### config.mk
export PLATFORM = sky130hd
export DESIGN_NAME = spi_xfer_ctrl
export DESIGN_NICKNAME = d
export VERILOG_FILES = /design/src/rtl/spi_xfer_ctrl.sv
export SDC_FILE = /design/constraint.sdc
export NUM_CORES = 1
export LEC_CHECK = 0
export ABC_AREA = 1
export CORE_MARGIN = 4
export CORE_UTILIZATION = 35
export CTS_CLUSTER_SIZE = 16
export DETAILED_ROUTE_END_ITERATION = 8
export DONT_BUFFER_PORTS = 1
export PLACE_DENSITY_LB_ADDON = 0.2
export SLEW_MARGIN = 10
export SYNTH_ARGS = -nofsm -noshare
export SYNTH_HDL_FRONTEND = slang
export SYNTH_SLANG_ARGS = --single-unit
### constraint.sdc
create_clock -name i_sysclk -period 2.3 [get_ports i_sysclk]
set_input_delay 0.345 -clock i_sysclk [delete_from_list [all_inputs] [get_ports i_sysclk]]
set_output_delay 0.345 -clock i_sysclk [all_outputs]
set_load 0.05 [all_outputs]
### src/rtl/spi_xfer_ctrl.sv
// Transfer sequencer for the SPI master: CS timing, shift-register strobes,
// bit counting and busy/done handshake for one character in any CPOL/CPHA mode.
module spi_xfer_ctrl #(
    parameter int C_LEN_WIDTH = 5,
    parameter int C_CS_DLY    = 2
) (
    input  logic                   i_sysclk,
    input  logic                   i_rst_n,
    input  logic                   i_enable,
    input  logic                   i_start,
    input  logic [C_LEN_WIDTH-1:0] i_char_len,
    input  logic                   i_cpol,
    input  logic                   i_cpha,
    input  logic                   i_pos_edge,
    input  logic                   i_neg_edge,
    output logic                   o_go,
    output logic                   o_last_clk,
    output logic                   o_cs_n,
    output logic                   o_load,
    output logic                   o_shift_en,
    output logic                   o_sample_en,
    output logic [C_LEN_WIDTH:0]   o_bit_cnt,
    output logic                   o_busy,
    output logic                   o_done
);

    localparam int LW = C_LEN_WIDTH + 1;

    typedef enum logic [2:0] {
        S_IDLE,
        S_SETUP,
        S_XFER,
        S_HOLD,
        S_DONE
    } state_t;

    state_t          r_state;
    state_t          w_state_nxt;

    logic            r_cpol;
    logic            r_cpha;
    logic [LW-1:0]   r_len;
    logic [LW-1:0]   r_trail_cnt;
    logic [LW-1:0]   r_bit_cnt;
    logic [3:0]      r_dly;

    logic            r_go;
    logic            r_last_clk;
    logic            r_cs_n;
    logic            r_load;
    logic            r_shift_en;
    logic            r_sample_en;
    logic            r_busy;
    logic            r_done;

    logic            w_go_nxt;
    logic            w_last_clk_nxt;
    logic            w_cs_n_nxt;
    logic            w_load_nxt;
    logic            w_shift_nxt;
    logic            w_sample_nxt;
    logic            w_busy_nxt;
    logic            w_done_nxt;

    logic            w_accept;
    logic            w_lead;
    logic            w_trail;
    logic            w_lead_x;
    logic            w_trail_x;
    logic            w_last_bit;
    logic            w_dly_done;
    logic [LW-1:0]   w_len_in;

    // A char_len of zero stands for the full 2^C_LEN_WIDTH-bit character.
    assign w_len_in   = (i_char_len == '0) ? {1'b1, {C_LEN_WIDTH{1'b0}}}
                                           : {1'b0, i_char_len};
    assign w_accept   = (r_state == S_IDLE) && i_enable && i_start;
    assign w_lead     = r_cpol ? i_neg_edge : i_pos_edge;
    assign w_trail    = r_cpol ? i_pos_edge : i_neg_edge;
    assign w_lead_x   = (r_state == S_XFER) && w_lead;
    assign w_trail_x  = (r_state == S_XFER) && w_trail;
    assign w_last_bit = (r_trail_cnt == (r_len - LW'(1)));
    assign w_dly_done = (r_dly == 4'(C_CS_DLY - 1));

    always_comb begin
        w_state_nxt = r_state;
        case (r_state)
            S_IDLE:  if (w_accept)              w_state_nxt = S_SETUP;
            S_SETUP: if (w_dly_done)            w_state_nxt = S_XFER;
            S_XFER:  if (w_trail && w_last_bit) w_state_nxt = S_HOLD;
            S_HOLD:  if (w_dly_done)            w_state_nxt = S_DONE;
            S_DONE:                             w_state_nxt = S_IDLE;
            default:                            w_state_nxt = S_IDLE;
        endcase
        if (!i_enable && (r_state != S_IDLE)) begin
            w_state_nxt = S_IDLE;
        end

        w_go_nxt       = (w_state_nxt == S_XFER);
        w_cs_n_nxt     = !((w_state_nxt == S_SETUP) || (w_state_nxt == S_XFER) ||
                           (w_state_nxt == S_HOLD));
        w_busy_nxt     = (w_state_nxt != S_IDLE);
        w_done_nxt     = (w_state_nxt == S_DONE);
        w_load_nxt     = w_accept;
        w_last_clk_nxt = 1'b0;
        if (w_state_nxt == S_XFER) begin
            w_last_clk_nxt = r_last_clk || (w_lead_x && w_last_bit);
        end

        // The final trail edge in CPHA=0 has no following bit to drive.
        w_sample_nxt = i_enable && (r_cpha ? w_trail_x : w_lead_x);
        w_shift_nxt  = i_enable && (r_cpha ? w_lead_x : (w_trail_x && !w_last_bit));
    end

    always_ff @(posedge i_sysclk or negedge i_rst_n) begin
        if (!i_rst_n) begin
            r_state     <= S_IDLE;
            r_go        <= 1'b0;
            r_last_clk  <= 1'b0;
            r_cs_n      <= 1'b1;
            r_load      <= 1'b0;
            r_shift_en  <= 1'b0;
            r_sample_en <= 1'b0;
            r_busy      <= 1'b0;
            r_done      <= 1'b0;
        end else begin
            r_state     <= w_state_nxt;
            r_go        <= w_go_nxt;
            r_last_clk  <= w_last_clk_nxt;
            r_cs_n      <= w_cs_n_nxt;
            r_load      <= w_load_nxt;
            r_shift_en  <= w_shift_nxt;
            r_sample_en <= w_sample_nxt;
            r_busy      <= w_busy_nxt;
            r_done      <= w_done_nxt;
        end
    end

    always_ff @(posedge i_sysclk or negedge i_rst_n) begin
        if (!i_rst_n) begin
            r_cpol      <= 1'b0;
            r_cpha      <= 1'b0;
            r_len       <= '0;
            r_trail_cnt <= '0;
            r_bit_cnt   <= '0;
            r_dly       <= '0;
        end else begin
            if (w_accept) begin
                r_cpol      <= i_cpol;
                r_cpha      <= i_cpha;
                r_len       <= w_len_in;
                r_trail_cnt <= '0;
                r_bit_cnt   <= '0;
            end else begin
                if (r_sample_en && (r_bit_cnt != r_len)) begin
                    r_bit_cnt <= r_bit_cnt + LW'(1);
                end
                if (w_trail_x && i_enable) begin
                    r_trail_cnt <= r_trail_cnt + LW'(1);
                end
            end

            // One counter serves both the CS setup and the CS hold interval.
            if (w_state_nxt != r_state) begin
                r_dly <= '0;
            end else if ((r_state == S_SETUP) || (r_state == S_HOLD)) begin
                r_dly <= r_dly + 4'd1;
            end
        end
    end

    assign o_go        = r_go;
    assign o_last_clk  = r_last_clk;
    assign o_cs_n      = r_cs_n;
    assign o_load      = r_load;
    assign o_shift_en  = r_shift_en;
    assign o_sample_en = r_sample_en;
    assign o_bit_cnt   = r_bit_cnt;
    assign o_busy      = r_busy;
    assign o_done      = r_done;

endmodule
Yosys cells after proc, flatten, opt, wreduce, memory -nomap -nowiden
Index checks and enable logic that the tools add are counted.
{ "totals": {"register_bits": 35, "latchBits": 0, "ramBits": 0, "romBits": 0, "in_bits": 13, "output_inout_bits": 14, "mem_count": 0} }
{ "classes": {"n_addsub": 4, "mul": 0, "div": 0, "n_lt_le_gt_ge": 0, "n_eq_ne": 11, "shift": 0, "mux": 18, "bitwise": 0, "n_reduce_logical": 26} }
{ "op_table": {"columns": ["cell", "n"], "rows": [
  ["6-bit 2-to-1 mux", 5],
  ["3-bit 2-to-1 mux", 5],
  ["6-bit by 1-bit adder with 6-bit output (second input constant)", 2],
  ["3-bit by 2-bit equality test with 1-bit output (second input constant)", 4],
  ["1-bit logical AND", 12],
  ["3-bit one-hot mux with 4 select lines", 1],
  ["4-bit 2-to-1 mux", 2],
  ["3-bit by 1-bit equality test with 1-bit output (second input constant)", 2],
  ["6-bit equality test", 1],
  ["6-bit inequality test", 1],
  ["2-bit nonzero test", 3],
  ["3-bit nonzero test", 2],
  ["6-bit by 1-bit subtractor with 6-bit output (second input constant)", 1],
  ["5-bit zero test", 1],
  ["1-bit 2-to-1 mux", 5],
  ["4-bit by 1-bit adder with 4-bit output (second input constant)", 1],
  ["4-bit by 1-bit equality test with 1-bit output (second input constant)", 1],
  ["1-bit logical OR", 4],
  ["3-bit equality test (second input constant)", 1],
  ["1-bit zero test", 3],
  ["3-bit zero test", 1],
  ["3-bit inequality test", 1]
]} }

Longest topological paths before layout
Gate-level depths: netlist of run 1.
{ "logic_depth": {"depth_word": 10, "mapped_depth": 14, "depth_no_buf": 14} }

Worst setup path after synthesis of run 1
OpenSTA, ideal clock, no wires.
{ "synth_path": {"kind": "register -> register", "from": "reg r_len[0]", "to": "reg r_dly[0]", "setup_time_ps": 72, "arrival_ps": 1526, "slack_ps": 702, "path_stages_with_launch": 15, "period_less_slack_ps": 1598, "path_cell_list": "dfrtp_1 -> inv_2 -> ha_1 -> inv_1 -> nand2_1 -> nand2_1 -> nor2_1 -> nand2_1 -> nor2_2 -> nand4_2 -> nand2_2 -> nand2_2 -> nand2_1 -> nand3_2 -> nor2_1"} }
{ "synth_via": {"elab_chain_cells": 8} }
{ "synth_rtl": {"columns": ["element", "line_no", "text"], "rows": [
  ["from (decl)", "42", "logic [LW-1:0] r_len;"],
  ["from (signal assigned)", "151", "r_len <= w_len_in;"],
  ["6-bit by 1-bit subtractor with 6-bit output (*)", "82", "assign w_last_bit = (r_trail_cnt == (r_len - LW'(1)));"],
  ["6-bit equality test (*)", "82", null],
  ["1-bit logical AND (*)", "90", "S_XFER: if (w_trail && w_last_bit) w_state_nxt = S_HOLD;"],
  ["3-bit 2-to-1 mux (*)", "90", null],
  ["3-bit one-hot mux with 4 select lines (*)", "87", "case (r_state)"],
  ["3-bit 2-to-1 mux (*)", "95", "if (!i_enable && (r_state != S_IDLE)) begin"],
  ["3-bit inequality test (*)", "164", "if (w_state_nxt != r_state) begin"],
  ["4-bit 2-to-1 mux / 2-bit nonzero test (equally long branches)", null, null],
  ["to (signal assigned)", "167", "r_dly <= r_dly + 4'd1;"],
  ["to (decl)", "45", "logic [3:0] r_dly;"]
]} }
Mark *: on every way between the ends. The rest lies on a longest branch, timed or not.
A chain may end at the register's enable or synchronous reset.

Worst setup path in the final report of run 1
{ "layout_path": {"from": "reg r_len[0]", "to": "reg r_dly[1]"} }
The elaborated chain is that of the path after synthesis.

==> results.json, run 1 <==
{
  "outcome": "complete, no violations",
  "grt_max_degree": 36,
  "yosysSeqAreaShare": 0.4454,
  "p_int_mw": 1.327,
  "cts_buffer_depth": 2,
  "cts_buffers": 5,
  "place.gp.congestion": 0.7722,
  "clockRootBuffer": "clkbuf_8",
  "switchingPower_mw": 1.165,
  "worst_hold_slack_ps": 157.1,
  "drc": 0,
  "grt_overflow": 0,
  "switching_share": 0.4676,
  "nNetsFinal": 283,
  "routedWlPerCell_um": 12.27,
  "hold_depth": 2,
  "area_growth_pct": 11.31,
  "setup_viol": 0,
  "ant_nets": 0,
  "die_w_um": 83.01,
  "totalWireLength_mm": 4.148,
  "fin_crit_ps": 1820,
  "drive_gt1_frac": 0.1541,
  "r2r-start": "r_len[0]$_DFFE_PN0P_",
  "synthFlopType": "dfrtp_1",
  "core_mm2": 0.005473,
  "slew_headroom": 0.6448,
  "antenna_found_initial": 0,
  "via_per_inst": 4.663,
  "start_kind": "flip-flop",
  "r2r_cells": 14,
  "slew_viol_final": 0,
  "min-delay-start": "i_cpha",
  "synth_cells": 254,
  "io_buffers": 0,
  "fill_cells": 601,
  "path_max_fanout": 7,
  "io-pin-count": 27,
  "power_density_mw_per_mm2": 1137,
  "max_clock_freq_ghz": 0.5494,
  "grt_util_all_layers": 0.1289,
  "final_common_cell": "nand2_1",
  "clock_latency_ps": 290,
  "worst_ep_required_time_ps": 2510,
  "ys_warn_count": 0,
  "path_clk_slew_ps": 80,
  "cts_tree": "yes",
  "tns_ps": 0,
  "dp_hpwl_mm": 3.132,
  "hold_viol": 0,
  "die_area_mm2": 0.006891,
  "grt_pass1_vias": 1580,
  "end_kind": "flip-flop",
  "die-height_um": 83.01,
  "drv_cap": 0,
  "rows": 27,
  "htreeDepth": 2,
  "synth_cell_types": 33,
  "avgSynthCellArea_um2": 7.754,
  "min_to": "r_cpha$_DFFE_PN0P_",
  "ys_seq_elements": 35,
  "synth_area_mm2": 0.001969,
  "combPwrFrac": 0.398,
  "initial_core_util": 0.3599,
  "rrSetupSlack_ps": 480,
  "skew_ps": 10.49,
  "vias": 1576,
  "drtPass1Iterations": 5,
  "synth-edff-count": 0,
  "r2r-end": "r_dly[1]$_DFFE_PN0P_",
  "hp-class": "in -> reg",
  "synth-async-reset-ratio": 1.000,
  "timing.final.crit_share": 0.7914,
  "p_leak_nw": 1.090,
  "power.clock.fraction": 0.178,
  "antenna_cells": 0,
  "grt_setup_unrepaired": "no",
  "pwr-share-seq": 0.424,
  "grt_pass1_wl_mm": 7.162,
  "synthesis.nets": 272,
  "drt_iter0_markers": 86,
  "cts_sinks": 35,
  "ir_drop_uv": 340.3,
  "worst_slew_pin_slew_ps": 532.7,
  "ctsResizeCount": 0,
  "cp_data_arrival_time_ps": 2030,
  "path_class": "reg -> reg",
  "layout_common_cells": "58 x nand2_1, 34 x dfrtp_1, 32 x inv_1"
}
==> cells by family after synthesis <==
family	Yosys count	synth area share
DFF	35	0.4454
buffers and inverters	44	0.08894
adders and majority gates	5	0.03177
xor gates and xnor gates	6	0.02668
and+or+nand+nor	133	0.3158
AOI/OAI and AO/OA	31	0.09149
==> power by group through the flow <==
| stage | Combinational, mW | Clock [mW] | Sequential, mW |
|---|---|---|---|
| 2_1_floorplan | 0.755 | 0 | 1.09 |
| 3_3_place_gp | 0.984 | 0 | 1.07 |
| 3_5_place_dp | 0.991 | 0 | 1.07 |
| 4_1_cts | 1.02 | 0.465 | 1.06 |
| 5_1_grt | 1.16 | 0.482 | 1.08 |
| 6_report | 0.992 | 0.444 | 1.06 |
==> synthesized netlist by cell type, types with 3 or more instances <==
cell	count	area share
nand2_1	58	0.11
dfrtp_1	34	0.43
inv_1	32	0.061
nor2_1	30	0.057
nand3_1	17	0.043
o21ai_0	17	0.043
a21oi_1	8	0.020
inv_2	8	0.015
ha_1	5	0.032
xor2_1	5	0.022
nand2_2	4	0.013
nor2_2	4	0.013
nor4_1	4	0.013
nand4_1	3	0.0095
nor3_1	3	0.0076
nor3_2	3	0.015
==> layer usage <==
| layer | global-route usage | part of all wire |
|---|---|---|
| met1 | 0.1566 | 0.49 |
| met2 | 0.2114 | 0.45 |
| met3 | 0.04266 | 0.045 |
| met4 | 0.04903 | 0.018 |
| met5 | 0 | 0 |
==> area by class of cell <==
cell class | count | area (um^2) | share of cell area
multi-input combinational | 175 | 917.1 | 0.4184
sequential | 35 | 877.1 | 0.4001
inverter | 41 | 155.1 | 0.07078
tap | 72 | 90.09 | 0.04110
clock buffer | 6 | 72.57 | 0.03311
timing repair buffer | 7 | 67.56 | 0.03082
clock inverter | 2 | 12.51 | 0.005708
==> critical path: stages, from the launching register on <==
cell and delay [ps]:
dfrtp_1 390, inv_2 90, ha_1 300, inv_1 40, nand2_1 60, nand2_1 40
nor2_1 80, nand2_1 60, nor2_2 140, nand4_2 100, nand2_2 90, nand2_2 80
nand2_1 80, nand3_2 90, nor2_1 110
==> timing repair <==
action,CTS,global route
endpoints found under the hold margin,35,0
buffers inserted,0,0
hold buffers,2,0
==> flip-flops by register name, summed over array words and instances, names as in the netlist <==
signal,cells
o_done,1
o_busy,1
r_len,6
o_cs_n,1
r_cpha,1
r_dly,4
r_state,3
r_trail_cnt,6
o_sample_en,1
r_cpol,1
o_load,1
o_bit_cnt,6
o_last_clk,1
o_go,1
o_shift_en,1
==> worst max-delay path by stage <==
| stage | startpoint | to |
|---|---|---|
| 4_1_cts | r_len[0]$_DFFE_PN0P_ | r_dly[1]$_DFFE_PN0P_ |
| 5_1_grt | r_len[0]$_DFFE_PN0P_ | r_dly[1]$_DFFE_PN0P_ |
| 2_1_floorplan | r_len[0]$_DFFE_PN0P_ | r_dly[0]$_DFFE_PN0P_ |
| 3_5_place_dp | r_len[0]$_DFFE_PN0P_ | r_dly[1]$_DFFE_PN0P_ |
| 3_3_place_gp | r_len[1]$_DFFE_PN0P_ | r_dly[1]$_DFFE_PN0P_ |
| 6_report | r_len[0]$_DFFE_PN0P_ | r_dly[1]$_DFFE_PN0P_ |
==> per-stage QoR <==
step | cell area, um^2 | instances | worst slack, ps | total power, mW | util
3_5_place_dp | 2077 | 328 | 464.4 | 2.060 | 0.3795
2_1_floorplan | 1969 | 254 | 702.3 | 1.846 | -
4_1_cts | 2192 | 338 | 446.1 | 2.538 | 0.4005
5_1_grt | 2192 | 338 | 264.9 | 2.718 | 0.4005
6_report | 2192 | 338 | 479.8 | 2.493 | 0.4005
3_3_place_gp | 2077 | 328 | 546.4 | 2.050 | 0.3795
No activity file was read; power rests on OpenSTA's default activity.
==> inputs of run 2 (changes only) <==
clock period = 1.72 ns   (was 2.3 ns; I/O delays follow)
==> run 2 against run 1 <==
Effect of this change:
- critical path depth did not move
- worst setup slack worse by 480 ps
- the run now ends with negative setup slack left
- wire length increased by 6.0%
- largest power group is now combinational cells
- critical endpoint is now r_dly[2]$_DFFE_PN0P_
- sequential cell count is the same
==> results.json, run 2 (synthesis gave the netlist of run 1 again) <==
{
  "outcome": "finished, violations left",
  "violations": "negative setup slack",
  "initial_core_util": 0.3599,
  "slew_viol_final": 0,
  "max_clock_freq_ghz": 0.5798,
  "totalWireLength_mm": 4.396,
  "clock_latency_ps": 290,
  "rows": 27,
  "cts_sinks": 35,
  "grt_pass1_vias": 1637,
  "stdcell_count": 349,
  "grt_pass1_wl_mm": 7.714,
  "path_cells": "inv_2 -> ha_4 -> inv_2 -> nand2_1 -> nand2_1 -> nor2_1 -> nand2_1 -> nor2_2 -> nand4_2 -> nand2_2 -> nand2_4 -> nand2_4 -> nand3_4 -> nor2_2",
  "setup.worst_path.start": "r_len[0]$_DFFE_PN0P_",
  "ir_drop_uv": 607.7,
  "worst_hold_slack_ps": 69.40,
  "cts_buffers": 5,
  "p_leak_nw": 1.155,
  "routedWlPerCell_um": 12.60,
  "r2r-start": "r_len[0]$_DFFE_PN0P_",
  "drtPass1Iterations": 4,
  "die_w_um": 83.01,
  "worst_slew_pin_slew_ps": 486.3,
  "path_buf_inv": 2,
  "die_area_mm2": 0.006891,
  "hold_viol": 0,
  "drt_iter0_markers": 62,
  "core_mm2": 0.005473,
  "cts_tree": "yes",
  "pre_cts_slack_ps": 8.192,
  "antenna_found_initial": 0,
  "die-height_um": 83.01,
  "clockRootBuffer": "clkbuf_8",
  "slew_headroom": 0.6758,
  "hp-class": "in -> reg",
  "end_kind": "flip-flop",
  "dpl.cell_count": 338,
  "start_kind": "flip-flop",
  "htreeDepth": 2,
  "power_density_mw_per_mm2": 1553,
  "nNetsFinal": 294,
  "worst-path-stages": 14,
  "dp_hpwl_mm": 3.288,
  "skew_ps": 9.804,
  "place_area_mm2": 0.002152,
  "grt_overflow": 0,
  "gr-usage-met1": 0.1839,
  "cpPeakStageDelay_ps": 360,
  "final_common_cell": "nand2_1",
  "cp_data_arrival_time_ps": 1950,
  "drc": 0,
  "critical_path.most_common_cell": "nand2_1",
  "path_clk_slew_ps": 80,
  "place.gp.congestion": 0.8608,
  "rrSetupSlack_ps": -5,
  "critPathTopFamily": "simple AND/OR/NAND/NOR gates",
  "drv_cap": 0,
  "fin_area_mm2": 0.002330,
  "cts_buffer_depth": 2,
  "path_max_fanout": 4,
  "grt_setup_unrepaired": "yes",
  "hold_depth": 2,
  "r2r_cells": 14,
  "area_growth_pct": 18.30,
  "use_met2": 0.2136,
  "setup_viol": 1,
  "setup_slack_ps": -4.791,
  "grt_util_all_layers": 0.1391,
  "fin_crit_ps": 1725,
  "min-delay-start": "i_cpha",
  "slowest_stage": "dfrtp_1",
  "timing.final.crit_share": 1.003,
  "path_class": "reg -> reg",
  "grt_max_degree": 36,
  "worst_ep_required_time_ps": 1940,
  "vias": 1664,
  "top_usage_layer": "met2",
  "antenna_cells": 0,
  "layout_common_cells": "57 x nand2_1, 34 x dfrtp_1, 30 x inv_1",
  "io-pin-count": 27,
  "grtUsageMet3": 0.04167,
  "ant_nets": 0,
  "drive_gt1_frac": 0.2166,
  "io_buffers": 0,
  "via_per_inst": 4.768
}
[run 2: cell types whose count changed in the layout (fill, tap and decap cells not counted), moves of 2 or more]
cell / delta
nor4_2: +2
nor2_1: -2
inv_1: -2
buf_4: +11
nor4_1: -2
nand2_4: +2
inv_2: +2
[run 2: path summary, 6_finish.rpt]
path,end
max,r_dly[2]$_DFFE_PN0P_
min,r_cpha$_DFFE_PN0P_
max reg2reg,r_dly[2]$_DFFE_PN0P_
min reg2reg,o_shift_en$_DFF_PN0_
max in group asynchronous,o_cs_n$_DFF_PN1_
min in group asynchronous,o_busy$_DFF_PN0_
[run 2: routing by layer]
layer | part of all wire | wire length, um
met1 | 0.50 | 2202
met4 | 0.017 | 73
met2 | 0.44 | 1929
met3 | 0.043 | 191
met5 | 0 | 0
[run 2: area by class of cell]
cell class / instances / area [um^2]
well taps: 72 / 90.09
clock inverters: 2 / 12.51
repair buffers: 18 / 150.1
flip-flops and latches: 35 / 877.1
clock buffers: 6 / 72.57
fillers: 578 / 3143
multi-input cells: 175 / 972.2
inverters: 41 / 155.1
[run 2: timing repair]
item	4_1_cts	5_1_grt
hold endpoints to repair	35	0
pin swaps	1	11
buffers inserted	0	1
gates resized for setup	0	12
endpoints found under the setup margin	1	7
hold buffers	2	0
[run 2: power by group]
part	switching [mW]	internal (mW)
clock	0.308	0.283
sequential	0.332	1.03
combinational	1.03	0.628
[run 2: per-stage QoR]
stage | power, mW | setup TNS [ps] | util
after floorplan | 2.469 | 0 | -
after global placement | 2.851 | 0 | 0.3932
after CTS | 3.498 | 0 | 0.4143
final | 3.618 | -4.791 | 0.4257
after detailed placement | 2.866 | 0 | 0.3932
after global routing | 3.950 | -782.2 | 0.4257
==> inputs of run 3 (changes only) <==
ABC_AREA = not set   (was 1)
HOLD_SLACK_MARGIN = 0.15   (was not set)
==> run 3 against run 2 <==
Effect of this change:
- the run still ends with negative setup slack left
- sequential power fell by 28%
- die area is 7.9% lower
- via count down 13%
==> results.json, run 3 <==
{
  "synth.area.top_cells": "dfrtp_1 47%, xnor2_1 6.3%, xor2_1 5.8%",
  "worst_ep_required_time_ps": 1890,
  "combPwrFrac": 0.261,
  "clock_latency_ps": 290,
  "path_clk_slew_ps": 70,
  "r2r_cells": 8,
  "core_mm2": 0.004848,
  "switching_share": 0.2806,
  "pre_cts_slack_ps": -276.9,
  "min_to": "r_len[5]$_DFFE_PN0P_",
  "cp_data_arrival_time_ps": 2210,
  "violations": "negative setup slack",
  "path_class": "reg -> reg",
  "grt_max_degree": 36,
  "fin_total_pwr_mw": 2.369,
  "drtPass1Iterations": 4,
  "hp-class": "in -> reg",
  "setup_slack_ps": -318.8,
  "ir_drop_uv": 513.7,
  "synth-edff-count": 0,
  "io_buffers": 0,
  "fin_util": 0.5166,
  "drive_gt1_frac": 0.3363,
  "cts_buffer_depth": 2,
  "r2r-start": "r_len[0]$_DFFE_PN0P_",
  "io-pin-count": 27,
  "synth_cell_types": 39,
  "fin_area_mm2": 0.002505,
  "dp_hpwl_mm": 3.004,
  "stdcell_count": 293,
  "avgSynthCellArea_um2": 10.57,
  "synth_cells": 170,
  "slowest_stage": "dfrtp_1",
  "worst_slew_pin_slew_ps": 478.5,
  "initial_core_util": 0.3706,
  "drv_cap": 0,
  "rrSetupSlack_ps": -320,
  "synth-async-reset-ratio": 1.000,
  "fill_cells": 444,
  "dpl.cell_count": 270,
  "place.gp.congestion": 0.8180,
  "path_max_fanout": 4,
  "multi_input_area_um2": 953.4,
  "final_common_cell": "buf_4",
  "power.clock.fraction": 0.325,
  "cts_sinks": 35,
  "worst_hold_slack_ps": 172.0,
  "skew_ps": 4.841,
  "power_density_mw_per_mm2": 945.6,
  "via_per_inst": 4.915,
  "cts_tree": "yes",
  "die_w_um": 79.65,
  "die-height_um": 79.65,
  "drt_iter0_markers": 51,
  "outcome": "finished, violations left",
  "nNetsFinal": 243,
  "routedWlPerCell_um": 14.48,
  "area_growth_pct": 39.41,
  "tns_ps": -2109,
  "totalWireLength_mm": 4.244,
  "synthFlopType": "dfrtp_1",
  "hold_depth": 3,
  "htreeDepth": 2,
  "setup_viol": 10,
  "synthesis.nets": 188,
  "yosysMostFrequentCell": "dfrtp_1",
  "ant_nets": 0,
  "yosysSeqAreaShare": 0.4882,
  "grt_pass1_wl_mm": 7.155,
  "pwr-share-seq": 0.414,
  "grt_overflow": 0,
  "grt_setup_unrepaired": "yes",
  "die_area_mm2": 0.006344,
  "hold_viol": 0,
  "layout_common_cells": "38 x buf_4, 30 x dfrtp_1, 18 x nor2_1",
  "timing.final.crit_share": 1.185,
  "start_kind": "flip-flop",
  "grt_util_all_layers": 0.1481,
  "slew_headroom": 0.6812,
  "antenna_found_initial": 0,
  "vias": 1440,
  "grt_pass1_vias": 1509,
  "rows": 25,
  "place_area_mm2": 0.002171,
  "slew_viol_final": 0,
  "p_leak_nw": 1.148,
  "min-delay-start": "i_char_len[4]",
  "synth_top_area_cell": "dfrtp_1",
  "ys_seq_elements": 35,
  "clockRootBuffer": "clkbuf_8",
  "r2r-end": "o_busy$_DFF_PN0_",
  "cpPeakStageDelay_ps": 420,
  "path_cells": "inv_2 -> ha_4 -> o21ba_1 -> a221oi_2 -> a41oi_2 -> and4bb_1 -> or2_1 -> or3_1",
  "ys_warn_count": 0,
  "antenna_cells": 0,
  "synth.top_cell.area_share": 0.4735,
  "switchingPower_mw": 0.6647,
  "synth_area_mm2": 0.001797,
  "drc": 0,
  "end_kind": "flip-flop",
  "max_clock_freq_ghz": 0.4905,
  "fin_crit_ps": 2039,
  "p_int_mw": 1.704,
  "synth_common_cells": "34 x dfrtp_1, 18 x nor2_1, 15 x nand2_1",
  "ff_latch_area_um2": 882.1,
  "cts_buffers": 5
}
run 3: what timing repair did:
action / CTS / global route
hold endpoints to repair: 44 / 0
pin swaps: 2 / 7
setup buffers: 2 / 3
endpoints found under the setup margin: 10 / 13
hold buffers: 10 / 0
cloned: 0 / 0
resized for setup: 4 / 10
run 3: how the worst max path moves through the flow:
stage,cells after the start,end,start,slack [ps]
6_report,8,o_busy$_DFF_PN0_,r_len[0]$_DFFE_PN0P_,-320
5_1_grt,9,r_dly[1]$_DFFE_PN0P_,r_len[0]$_DFFE_PN0P_,-450
2_1_floorplan,9,o_busy$_DFF_PN0_,r_len[0]$_DFFE_PN0P_,-300
4_1_cts,9,r_dly[1]$_DFFE_PN0P_,r_len[0]$_DFFE_PN0P_,-270
3_5_place_dp,9,o_shift_en$_DFF_PN0_,r_len[1]$_DFFE_PN0P_,-280
3_3_place_gp,9,o_last_clk$_DFF_PN0_,r_len[0]$_DFFE_PN0P_,-240
run 3: cell families (layout without fill, tap and decap cells):
family,after synthesis,count (layout),share of synthesized area
and+or+nand+nor,67,67,0.1978
DFF,35,35,0.4882
xor gates and xnor gates,25,25,0.1219
AOI/OAI and AO/OA,18,18,0.06686
muxes,11,11,0.06546
buffers and inverters,9,65,0.02507
adders and majority gates,5,5,0.03482
run 3: cell type report:
type,count,share of cell area
repair buffers,52,0.1793
clock buffers,6,0.03297
multi-input cells,126,0.3806
inverters,5,0.007493
flip-flops and latches,35,0.3521
well taps,67,0.03347
clock inverters,2,0.01399
run 3: routing by layer:
layer	up-vias	wire [um]	global-route usage
met5	-	0	0
li1	706	-	-
met2	46	1823	0.2237
met4	0	105	0.07216
met3	9	338	0.04515
met1	679	1977	0.1915
run 3: power by group through the flow:
stage	Sequential [mW]	Combinational, mW	Clock (mW)
global route	0.990	0.668	0.837
floorplan	1.02	0.266	0
finish	0.981	0.619	0.769
CTS	0.979	0.557	0.790
global placement	0.993	0.475	0
detailed placement	0.994	0.485	0
run 3: worst max-delay path: cells and delay by family (launching register included):
kind                       cells  cell delay, ps
and+or+nand+nor                3             850
adders and majority gates      1             160
AOI/OAI and AO/OA              3             400
DFF                            1             420
buffers and inverters          1              90
